===== src/rtl/adapter_from_bus_q_if.sv =====
// Write-bus beat port and assembled-message request port of the bus-to-message adapter.

interface adapter_from_bus_q_in_if #(
  parameter int unsigned BUS_W = 32
);
  logic             enq__ENA;
  logic [BUS_W-1:0] enq_v;
  logic             enq_last;
  logic             enq__RDY;

  modport master (output enq__ENA, enq_v, enq_last, input enq__RDY);
  modport slave  (input enq__ENA, enq_v, enq_last, output enq__RDY);
endinterface

interface adapter_from_bus_q_out_if #(
  parameter int unsigned MSG_W = 128,
  parameter int unsigned LEN_W = 16
);
  logic             enq__ENA;
  logic [MSG_W-1:0] enq_v;
  logic [LEN_W-1:0] enq_length;
  logic             enq_trunc;
  logic             enq__RDY;

  modport master (output enq__ENA, enq_v, enq_length, enq_trunc, input enq__RDY);
  modport slave  (input enq__ENA, enq_v, enq_length, enq_trunc, output enq__RDY);
endinterface


===== src/rtl/adapter_from_bus_q.sv =====
// Assembles BUS_W-bit beats into MSG_W-bit messages (truncating over-long ones)
// and queues completed messages in a DEPTH-entry FIFO.

module adapter_from_bus_q #(
  parameter int unsigned BUS_W = 32,
  parameter int unsigned MSG_W = 128,
  parameter int unsigned LEN_W = 16,
  parameter int unsigned DEPTH = 2
) (
  input  logic                     CLK,
  input  logic                     nRST,
  adapter_from_bus_q_in_if.slave   in,
  adapter_from_bus_q_out_if.master out,
  output logic [15:0]              ovf_count
);

  localparam int unsigned MAXB  = MSG_W / BUS_W;
  localparam int unsigned IDX_W = $clog2(MAXB + 1);
  localparam int unsigned PTR_W = (DEPTH > 1) ? $clog2(DEPTH) : 1;
  localparam int unsigned CNT_W = $clog2(DEPTH + 1);

  typedef struct packed {
    logic [MSG_W-1:0] v;
    logic [LEN_W-1:0] length;
    logic             trunc;
  } entry_t;

  logic [MSG_W-1:0] asm_q;
  logic [IDX_W-1:0] idx_q;
  logic [LEN_W-1:0] len_q;
  logic             trunc_q;
  entry_t           mem [DEPTH];
  logic [PTR_W-1:0] wr_ptr_q;
  logic [PTR_W-1:0] rd_ptr_q;
  logic [CNT_W-1:0] cnt_q;
  logic             rdy_q;
  logic             ena_q;
  logic [15:0]      ovf_q;

  logic [MSG_W-1:0] asm_c;
  logic [LEN_W-1:0] len_c;
  logic             trunc_c;
  logic             accept_c;
  logic             push_c;
  logic             pop_c;
  logic [CNT_W-1:0] cnt_c;

  function automatic logic [PTR_W-1:0] ptr_inc(input logic [PTR_W-1:0] p);
    return (p == PTR_W'(DEPTH - 1)) ? '0 : p + PTR_W'(1);
  endfunction

  // Merge the incoming beat into the buffer; beats past MAXB only mark truncation.
  always_comb begin
    asm_c = asm_q;
    for (int b = 0; b < int'(MAXB); b++) begin
      if (idx_q == IDX_W'(b)) asm_c[b*BUS_W +: BUS_W] = in.enq_v;
    end
    len_c    = (&len_q) ? len_q : len_q + LEN_W'(1);
    trunc_c  = trunc_q | (idx_q == IDX_W'(MAXB));
    accept_c = in.enq__ENA & rdy_q;
    push_c   = accept_c & in.enq_last;
    pop_c    = ena_q & out.enq__RDY;
    cnt_c    = cnt_q + CNT_W'(push_c) - CNT_W'(pop_c);
  end

  always_ff @(posedge CLK or negedge nRST) begin
    if (!nRST) begin
      asm_q    <= '0;
      idx_q    <= '0;
      len_q    <= '0;
      trunc_q  <= 1'b0;
      for (int i = 0; i < int'(DEPTH); i++) mem[i] <= '0;
      wr_ptr_q <= '0;
      rd_ptr_q <= '0;
      cnt_q    <= '0;
      rdy_q    <= 1'b0;
      ena_q    <= 1'b0;
      ovf_q    <= '0;
    end else begin
      if (accept_c) begin
        if (in.enq_last) begin
          asm_q   <= '0;
          idx_q   <= '0;
          len_q   <= '0;
          trunc_q <= 1'b0;
        end else begin
          asm_q   <= asm_c;
          idx_q   <= (idx_q == IDX_W'(MAXB)) ? idx_q : idx_q + IDX_W'(1);
          len_q   <= len_c;
          trunc_q <= trunc_c;
        end
      end
      if (push_c) begin
        mem[wr_ptr_q] <= '{v: asm_c, length: len_c, trunc: trunc_c};
        wr_ptr_q      <= ptr_inc(wr_ptr_q);
        if (trunc_c && ovf_q != 16'hFFFF) ovf_q <= ovf_q + 16'd1;
      end
      if (pop_c) rd_ptr_q <= ptr_inc(rd_ptr_q);
      cnt_q <= cnt_c;
      // Back-pressure and valid derive from the next occupancy, so both stay registered.
      rdy_q <= (cnt_c < CNT_W'(DEPTH));
      ena_q <= (cnt_c != '0);
    end
  end

  assign in.enq__RDY     = rdy_q;
  assign out.enq__ENA    = ena_q;
  assign out.enq_v       = mem[rd_ptr_q].v;
  assign out.enq_length  = mem[rd_ptr_q].length;
  assign out.enq_trunc   = mem[rd_ptr_q].trunc;
  assign ovf_count       = ovf_q;

  // Caller must only offer beats while the adapter is ready.
  assert property (@(posedge CLK) disable iff (!nRST) in.enq__ENA |-> rdy_q)
    else $error("adapter_from_bus_q: in enq ENA asserted while RDY low");

endmodule

===== src/flat_wrapper.sv =====
// flat-port wrapper written by rule: the top's interface ports become plain ports
module adapter_from_bus_q_flat 
#(
  parameter int unsigned BUS_W = 32,
  parameter int unsigned MSG_W = 128,
  parameter int unsigned LEN_W = 16,
  parameter int unsigned DEPTH = 2
)
  (CLK, nRST, ovf_count, in_enq__ENA, in_enq_v, in_enq_last, in_enq__RDY, out_enq__ENA, out_enq_v, out_enq_length, out_enq_trunc, out_enq__RDY);
  adapter_from_bus_q_in_if #(.BUS_W(BUS_W)) in_i ();
  adapter_from_bus_q_out_if #(.MSG_W(MSG_W), .LEN_W(LEN_W)) out_i ();
  input  logic CLK;
  input  logic nRST;
  output logic [15:0] ovf_count;
  input wire logic [$bits(in_i.enq__ENA)-1:0] in_enq__ENA;
  input wire logic [$bits(in_i.enq_v)-1:0] in_enq_v;
  input wire logic [$bits(in_i.enq_last)-1:0] in_enq_last;
  output wire logic [$bits(in_i.enq__RDY)-1:0] in_enq__RDY;
  output wire logic [$bits(out_i.enq__ENA)-1:0] out_enq__ENA;
  output wire logic [$bits(out_i.enq_v)-1:0] out_enq_v;
  output wire logic [$bits(out_i.enq_length)-1:0] out_enq_length;
  output wire logic [$bits(out_i.enq_trunc)-1:0] out_enq_trunc;
  input wire logic [$bits(out_i.enq__RDY)-1:0] out_enq__RDY;
  assign in_i.enq__ENA = in_enq__ENA;
  assign in_i.enq_v = in_enq_v;
  assign in_i.enq_last = in_enq_last;
  assign in_enq__RDY = in_i.enq__RDY;
  assign out_enq__ENA = out_i.enq__ENA;
  assign out_enq_v = out_i.enq_v;
  assign out_enq_length = out_i.enq_length;
  assign out_enq_trunc = out_i.enq_trunc;
  assign out_i.enq__RDY = out_enq__RDY;
  adapter_from_bus_q #(.BUS_W(BUS_W), .MSG_W(MSG_W), .LEN_W(LEN_W), .DEPTH(DEPTH)) u_core (.CLK(CLK), .nRST(nRST), .in(in_i), .out(out_i), .ovf_count(ovf_count));
endmodule

===== config.mk =====
export PLATFORM = sky130hd
export DESIGN_NAME = adapter_from_bus_q_flat
export DESIGN_NICKNAME = d
export VERILOG_FILES = /design/src/rtl/adapter_from_bus_q_if.sv /design/src/rtl/adapter_from_bus_q.sv /design/src/flat_wrapper.sv
export SDC_FILE = /design/constraint.sdc
export NUM_CORES = 1
export LEC_CHECK = 0
export CORE_MARGIN = 3
export CORE_UTILIZATION = 50
export DETAILED_ROUTE_END_ITERATION = 8
export PLACE_DENSITY = 0.71
export SYNTH_ARGS = -nofsm -noshare
export SYNTH_HDL_FRONTEND = slang
export SYNTH_SLANG_ARGS = --single-unit
export TNS_END_PERCENT = 30

===== constraint.sdc =====
create_clock -name CLK -period 2.2 [get_ports CLK]
set_input_delay 0.44 -clock CLK [delete_from_list [all_inputs] [get_ports CLK]]
set_output_delay 0.44 -clock CLK [all_outputs]
set_load 0.1 [all_outputs]

### Word-level counts from Yosys, hierarchy flattened

Index checks and enable logic that the tools add are counted.

| storage, ports and cells | value |
|---|---|
| register bits | 460 |
| bits in latches | 0 |
| bits in writable memories | 0 |
| bits in read-only memories | 0 |
| bits of input ports | 37 |
| output and inout port bits | 163 |
| word-level logic and storage cells | 64 |
| memories | 0 |

| operators by class | value |
|---|---|
| $add $sub $neg | 7 |
| $mul | 0 |
| divide/modulo/power cells | 0 |
| $lt $le $gt $ge | 4 |
| equal/unequal tests | 6 |
| shift operators | 0 |
| muxes and demuxes | 18 |
| bitwise gates (word level) | 6 |
| reduce and logical (&&, ||, !) cells | 7 |

Operator list:

| cell | number |
|---|---|
| 2-to-1 mux 145 bit | 4 |
| bitwise mux 290 bit | 1 |
| demux 145 bit (select 1 bit) | 1 |
| 2-to-1 mux 128 bit | 1 |
| 2-to-1 mux 32 bit | 4 |
| adder 16 x 1 -> 16 bit, second input constant | 2 |
| 2-to-1 mux 16 bit | 2 |
| inequality test 16 bit, second input constant | 1 |
| AND reduction 16 bit | 1 |
| == test 3 x 2 -> 1 bit, second input constant | 2 |
| 2-to-1 mux 3 bit | 2 |
| >= comparator 2 bit, second input constant | 2 |
| NOT 1 -> 2 bit | 2 |
| AND reduction 2 bit | 2 |
| adder 3 x 1 -> 3 bit, second input constant | 1 |
| bitwise AND 1 bit | 3 |
| == test 3 x 1 -> 1 bit, second input constant | 1 |
| == test 3 bit, second input constant | 1 |
| zero test 3 bit | 1 |
| 2-to-1 mux 1 bit | 3 |
| adder 1 bit, second input constant | 2 |
| adder 2 x 1 -> 2 bit | 1 |
| logical AND 1 bit | 2 |
| < comparator 2 x 1 -> 1 bit, second input constant | 1 |
| 5 further kinds | 5 |

### Logic depth before layout (Yosys ltp)

Gate-level depths: netlist (run 1).

| logic depth | value |
|---|---|
| word-level depth | 6 |
| depth in mapped cells | 10 |
| mapped depth without buffers | 7 |

### Least setup slack after synthesis (run 1)

Ideal clock, no wire load.

| timing path | value |
|---|---|
| path type | register to register |
| from | register u_core.ovf_q[0] (netlist: u_core.ovf_count[0]) |
| to | register u_core.ovf_q[1] (netlist: u_core.ovf_count[1]) |
| library setup time | 127 ps |
| data arrival time | 2418 ps |
| data required time | 2073 ps |
| path slack | -345 ps |
| cell stages (with the launch flop) | 6 |
| path buffers | 0 |
| clock period less this slack | 2545 ps |
| cells stage by stage | dfrtp_1 > ha_1 > nand4_2 > nor4_4 > nor2_2 > mux2_4 |

| between the ends | value |
|---|---|
| cells in the longest elaborated chain, start to end | 3 |
| elaborated cells between the ends (all ways) | 4 |
| classes of those cells | add/sub (1); eq/ne (1); reduce/logical (2) |

RTL lines:

| what | line | source |
|---|---|---|
| start, declared | adapter_from_bus_q.sv:38 | `logic [15:0] ovf_q;` |
| start signal, assigned | adapter_from_bus_q.sv:96 | `if (trunc_c && ovf_q != 16'hFFFF) ovf_q <= ovf_q + 16'd1;` |
| branches (longest 3 deep; another with adder 16 x 1 -> 16 bit) | -- |  |

Parallel ways; which one is timed is not known.
A chain may end at the register's enable or synchronous reset.

### Worst setup path in the final report (run 1)

| timing path | value |
|---|---|
| from | register u_core.rd_ptr_q |
| to | output out_enq_v[112] |

| between the ends | value |
|---|---|
| cells in the longest elaborated chain, start to end | 4 |

RTL lines:

| what | line | source |
|---|---|---|
| start, declared | adapter_from_bus_q.sv:34 | `logic [PTR_W-1:0] rd_ptr_q;` |
| start signal, assigned | adapter_from_bus_q.sv:98 | `if (pop_c) rd_ptr_q <= ptr_inc(rd_ptr_q);` |
| NOT 1 -> 2 bit (implied by the code) | adapter_from_bus_q.sv:108 | `assign out.enq_v = mem[rd_ptr_q].v;` |
| 2-to-1 mux 145 bit (implied by the code) (3 in series) | adapter_from_bus_q.sv:108 |  |
| end, declared | flat_wrapper.sv:20 | `output wire logic [$bits(out_i.enq_v)-1:0] out_enq_v;` |

Every way passes these cells. The select of a mux whose other input is x is not followed.

==> flow_summary.json, run 1 <==
{
  "cts-root-buf": "clkbuf_16",
  "final_nets": 2332,
  "period_share_pct": 114.1,
  "wl_per_cell_um": 20.32,
  "syn_nets": 2190,
  "syn_inst": 2144,
  "num_io_pins": 200,
  "worst_setup_path_start_kind": "flop",
  "drt-initial-drc-count": 1263,
  "synth_seq_cells": 460,
  "io_buffers": 199,
  "multi_input_area_um2": 9229,
  "tightest_slew_ns": 0.7949,
  "fillers": 3043,
  "ff2ff_path_depth": 6,
  "yosysMostFrequentCell": "dfrtp_1",
  "hold_depth": 3,
  "path_class": "reg2out",
  "fmax_mhz": 398.5,
  "placed_cells": 2754,
  "seq_area_um2": 11530,
  "synthTopCellsByArea": "dfrtp_1 54%, o21ai_0 9.6%, mux2_2 7.7%",
  "synth_top_area_share_pct": 53.75,
  "grt_pass1_wl_um": 91590,
  "critPathBufInv": 4,
  "grt_use_total_pct": 25.50,
  "dp_hpwl_um": 36070,
  "worstSetupPathDepth": 5,
  "setup_violations": 145,
  "grt_start_max_net_pins": 82,
  "routed_wl_um": 58160,
  "violations": "setup timing",
  "hp-class": "in2reg",
  "ys_warn_count": 0,
  "drive_above_1_share_pct": 22.42,
  "synth_area_um2": 21420,
  "crit_arrival_ns": 2.07,
  "seq_area_frac_synth_pct": 53.75,
  "ys_top_cells_by_count": "460 x dfrtp_1, 430 x nand2_1, 411 x o21ai_0, 146 x mux2_2, 133 x clkbuf_1",
  "yosysTopAreaCell": "dfrtp_1",
  "postSynthAreaPerCell_um2": 9.989,
  "firstDrtPassIters": 5,
  "cpMostUsedCell": "buf_12",
  "pre_cts_ws_ns": -0.04420,
  "async_flop_share_pct": 100.0,
  "synth_edf_count": 0,
  "critical_path.max_stage_delay_ns": 0.48,
  "clock_latency_ns": 0.59,
  "slowest_stage": "dfrtp_4",
  "antenna_left": 0,
  "status": "finished with violations",
  "cts_tree": "done",
  "grt_pass1_vias": 16530,
  "synth.distinct_cells": 60,
  "die-area_um2": 45350,
  "syn_to_final_growth_pct": 30.37,
  "grt_overflow": 0,
  "die_y_um": 213.0,
  "slew_violations": 0,
  "grt_antenna_before_repair": 0,
  "fin_crit_ns": 2.509,
  "required_ns": 1.76,
  "cts.sinks": 460,
  "tns_ns": -37.34,
  "clockBufferDepth": 3,
  "critical_path.cell_chain": "buf_6 > buf_12 > buf_16 > mux2_4 > buf_12",
  "hold_viol": 0,
  "rsz0062_at_grt": "true",
  "synth-main-ff-cell": "dfrtp_1",
  "core.rowCount": 75,
  "cp-end-kind": "output pin",
  "core_area_um2": 42130,
  "fp.dieW_um": 213.0,
  "vias_per_cell": 5.796,
  "cts_htree_levels": 2,
  "fin_cells": 2863,
  "remaining_drc_errors": 0,
  "initial_utilization_pct": 50.83,
  "diodes": 0,
  "critPathTopFamily": "buffers and inverters",
  "cts_buffers": 49,
  "maxCapViolCount": 0,
  "path_clk_slew_ns": 0.06,
  "crit_path_max_fanout": 8,
  "vias": 16590,
  "fin_skew_ns": 0.02174,
  "maxSlewHeadroom_pct": 47.01,
  "gp_congestion": 0.8675,
  "fin_ws_ns": -0.3093
}
## repair_timing
action,in CTS,in global routing
gates cloned,9,3
hold buffers,1,0
buffers inserted,8,0
setup endpoints to repair,145,152
hold endpoints to repair,29,0
resized for setup,45,5
pin swaps,0,1
## worst reg2reg max path: cells and delay by family, from the launching register on
family / cells / cell delay [ns]
multiplexers: 1 / 0.34
AND/OR/NAND/NOR: 2 / 0.57
buffers and inverters: 1 / 0.13
adder cells (fa/ha/maj): 1 / 0.27
flip-flops: 1 / 0.43
AO/OA/AOI/OAI: 1 / 0.21
## registers in the layout, indices dropped and copies added (netlist names)
signal	flops
u_core.asm_q	128
u_core.cnt_q	2
u_core.idx_q	3
u_core.in.enq__RDY	1
u_core.len_q	16
u_core.mem	290
u_core.out.enq__ENA	1
u_core.ovf_count	16
u_core.rd_ptr_q	1
u_core.trunc_q	1
u_core.wr_ptr_q	1
## worst paths after layout
path	startpoint	to	slack [ns]
setup reg to reg	u_core.idx_q[1]	u_core.ovf_count[10]	0.14
hold / removal	in_enq_last	u_core.len_q[9]	0.28
max in group asynchronous	nRST	u_core.mem[21]	0.97
setup / recovery	u_core.rd_ptr_q	out_enq_v[112]	-0.31
min in group asynchronous	nRST	u_core.mem[52]	0.38
hold reg to reg	u_core.mem[230]	u_core.mem[230]	0.47
## kinds of logic (layout without fill, tap and decap cells)
group / count (synthesis) / after routing / share of synthesized area (%)
AOI/OAI and AO/OA: 629 / 629 / 16.38
xor gates and xnor gates: 21 / 21 / 0.8588
adders and majority gates: 9 / 9 / 0.5258
buffers and inverters: 208 / 388 / 4.113
DFF: 460 / 460 / 53.75
muxes: 251 / 251 / 12.61
and+or+nand+nor: 566 / 566 / 11.77
## cells in the final DEF, fill, tap and decap left out, types with 5 or more instances in the layout
| cell type | instances |
|---|---|
| xnor2_1 | 10 |
| xor2_1 | 11 |
| o21ai_1 | 11 |
| mux2_2 | 116 |
| dfrtp_1 | 448 |
| a21oi_1 | 77 |
| buf_4 | 53 |
| buf_16 | 11 |
| clkdlybuf4s50_1 | 34 |
| buf_12 | 183 |
| ha_1 | 8 |
| nor2b_1 | 33 |
| nand2_1 | 429 |
| nand3_1 | 14 |
| clkbuf_8 | 12 |
| nor2_1 | 21 |
| o21ai_0 | 411 |
| nor3_1 | 11 |
| clkbuf_16 | 54 |
| a22oi_1 | 94 |
| a31oi_1 | 10 |
| clkbuf_1 | 12 |
| nand4_1 | 8 |
| and4_1 | 5 |
| dfrtp_2 | 11 |
| clkinv_2 | 8 |
| inv_1 | 11 |
| mux2i_1 | 104 |
| mux2_4 | 31 |
## layout make-up
cell class,instances,area share [%]
clock buffer,75,5.324
clock inverter,14,0.5064
inverter,12,0.1613
multi-input combinational,1476,33.05
sequential,460,41.29
tap,539,2.415
timing repair buffer,287,17.25
## layer usage
metal	global-route usage [%]	up-vias	routed length, µm
met5	0	-	0
met4	6.355	0	1230
met3	4.966	95	3580
met2	40.32	516	27220
met1	36.58	8236	26130
li1	-	7747	-
## per-stage QoR
step                      util [%]  hold WS (ns)  area, µm²
final                        66.27        0.2806      27920
after global routing         66.27        0.2725      27920
after CTS                    66.03        0.2468      27820
after detailed placement     60.99        0.3812      25700
after global placement       60.99        0.3820      25700
after floorplan                  -        0.1444      21430
Power of run 1 is not shown: default switching activity piles up to over one toggle a cycle in this logic, so the estimate is an artifact.
==> inputs of run 2 (changes only) <==
==> constraint.sdc (replaced) <==
create_clock -name CLK -period 2.51 [get_ports CLK]
set_input_delay 0.502 -clock CLK [delete_from_list [all_inputs] [get_ports CLK]]
set_output_delay 0.502 -clock CLK [all_outputs]
set_load 0.02 [all_outputs]
==> flow_summary.json, run 2 (synthesis results as in run 1) <==
{
  "status": "finished with violations",
  "violations": "setup timing",
  "period_share_pct": 100.6,
  "power_density_nw_per_um2": 1375,
  "fmax_mhz": 396.2,
  "clockBufferDepth": 3,
  "fin_crit_ns": 2.524,
  "final_nets": 2315,
  "maxSlewHeadroom_pct": 55.04,
  "gp_congestion": 0.8330,
  "cts_tree": "done",
  "die_y_um": 213.0,
  "cp-end-kind": "output pin",
  "num_io_pins": 200,
  "grt_pass1_vias": 16350,
  "wl_per_cell_um": 20.24,
  "clkPwrFrac_pct": 20.6,
  "switchingPower_mw": 13.68,
  "tightest_slew_ns": 0.6683,
  "drive_above_1_share_pct": 20.71,
  "tns_ns": -0.03820,
  "worst_setup_path_start_kind": "flop",
  "power.share.sequential_pct": 35.8,
  "routed_wl_um": 57630,
  "core_area_um2": 42130,
  "diodes": 0,
  "cellInternalPower_mw": 21.29,
  "clock_latency_ns": 0.59,
  "cts_htree_levels": 2,
  "firstDrtPassIters": 6,
  "regMostFlops": "u_core.mem",
  "syn_to_final_growth_pct": 18.77,
  "rsz0062_at_grt": "true",
  "fp.dieW_um": 213.0,
  "p_leak_nw": 12.18,
  "cts_buffers": 49,
  "grt_antenna_before_repair": 1,
  "setup_violations": 5,
  "antenna_left": 0,
  "grt_pass1_wl_um": 91480,
  "path_clk_slew_ns": 0.06,
  "fin_ws_ns": -0.01424,
  "drt-initial-drc-count": 1256,
  "final_common_cell": "dfrtp_1",
  "power.ir.vdd_worst_mv": 0.6648,
  "initial_utilization_pct": 50.83,
  "placed_cells": 2740,
  "remaining_drc_errors": 0,
  "die-area_um2": 45350,
  "cts.sinks": 460,
  "dp_hpwl_um": 35780,
  "top_regs": "u_core.mem (290), u_core.asm_q (128)",
  "required_ns": 2.01,
  "mostFrequentLayoutCells": "459 x dfrtp_1, 429 x nand2_1, 411 x o21ai_0",
  "cts-root-buf": "clkbuf_16",
  "combPwrFrac_pct": 43.5,
  "fin_cells": 2847,
  "core.rowCount": 75,
  "fin_skew_ns": 0.01825,
  "grt_overflow": 0,
  "grt_start_max_net_pins": 143,
  "path_class": "reg2out",
  "slew_violations": 0,
  "maxCapViolCount": 0,
  "io_buffers": 199,
  "hp-class": "in2reg",
  "largest_reg_flops": 290,
  "hold_viol": 0,
  "vias": 16500,
  "crit_arrival_ns": 2.02,
  "swShare_pct": 39.12,
  "crit_path_max_fanout": 17,
  "vias_per_cell": 5.797,
  "grt_use_total_pct": 25.32
}
-- run 2: power by group through the flow --
stage	clock [mW]	combinational [mW]	sequential (mW)
floorplan	0	9.86	12.1
detailed placement	0	15.6	12.6
global placement	0	15.2	12.4
finish	7.21	15.2	12.5
CTS	7.34	15.3	12.5
global route	7.62	16.7	12.9
-- run 2: path summary, 6_finish.rpt --
path,startpoint,endpoint,slack (ns),depth (start not counted)
max,u_core.rd_ptr_q,out_enq_length[1],-0.01,4
min,in_enq_last,u_core.wr_ptr_q,0.35,4
max reg2reg,u_core.len_q[0],u_core.mem[151],0.33,5
min reg2reg,u_core.mem[51],u_core.mem[51],0.47,2
max in group asynchronous,nRST,u_core.mem[54],1.27,3
min in group asynchronous,nRST,u_core.asm_q[8],0.46,2
-- run 2: what timing repair did --
action                     CTS  global route
hold endpoints to repair    36             0
gates resized for setup    517            70
setup endpoints to repair  142           128
gates cloned                 5             3
setup buffers                7             2
hold buffers                 1             0
-- run 2: per-layer routing --
| metal | vias to the layer above | track usage, % | part of all wire, % |
|---|---|---|---|
| met5 | - | 0 | 0.019 |
| met4 | 2 | 6.745 | 2.0 |
| met3 | 87 | 5.304 | 6.4 |
| met2 | 468 | 39.11 | 46 |
| met1 | 8221 | 36.69 | 46 |
| li1 | 7725 | - | - |
-- run 2: final cells by class --
| type | instances | area, µm² |
|---|---|---|
| Tap cell | 539 | 674.4 |
| Sequential cell | 460 | 11510 |
| Multi-Input combinational cell | 1476 | 9114 |
| Clock inverter | 19 | 138.9 |
| Inverter | 12 | 45.04 |
| Timing Repair Buffer | 270 | 2479 |
| Fill cell | 3480 | 16700 |
| Clock buffer | 71 | 1471 |
-- run 2: critical path: stages (launching register included) --
cell and delay, ns:
dfrtp_4 0.46, buf_4 0.14, buf_16 0.18, mux2_2 0.37, clkdlybuf4s15_1 0.29
-- run 2: stage by stage --
step | hold slack [ns] | setup WS (ns) | power, mW | utilization (%) | area [µm²]
2_1_floorplan | 0.2064 | 0.5664 | 21.91 | - | 21420
3_3_place_gp | 0.4550 | 0.1996 | 27.60 | 57.03 | 24030
3_5_place_dp | 0.4639 | 0.1444 | 28.17 | 57.03 | 24030
4_1_cts | 0.3276 | -0.1701 | 35.13 | 60.61 | 25540
5_1_grt | 0.3744 | -0.06705 | 37.30 | 60.37 | 25440
6_report | 0.3531 | -0.01424 | 34.96 | 60.37 | 25440
No activity file was read; power rests on OpenSTA's default activity.
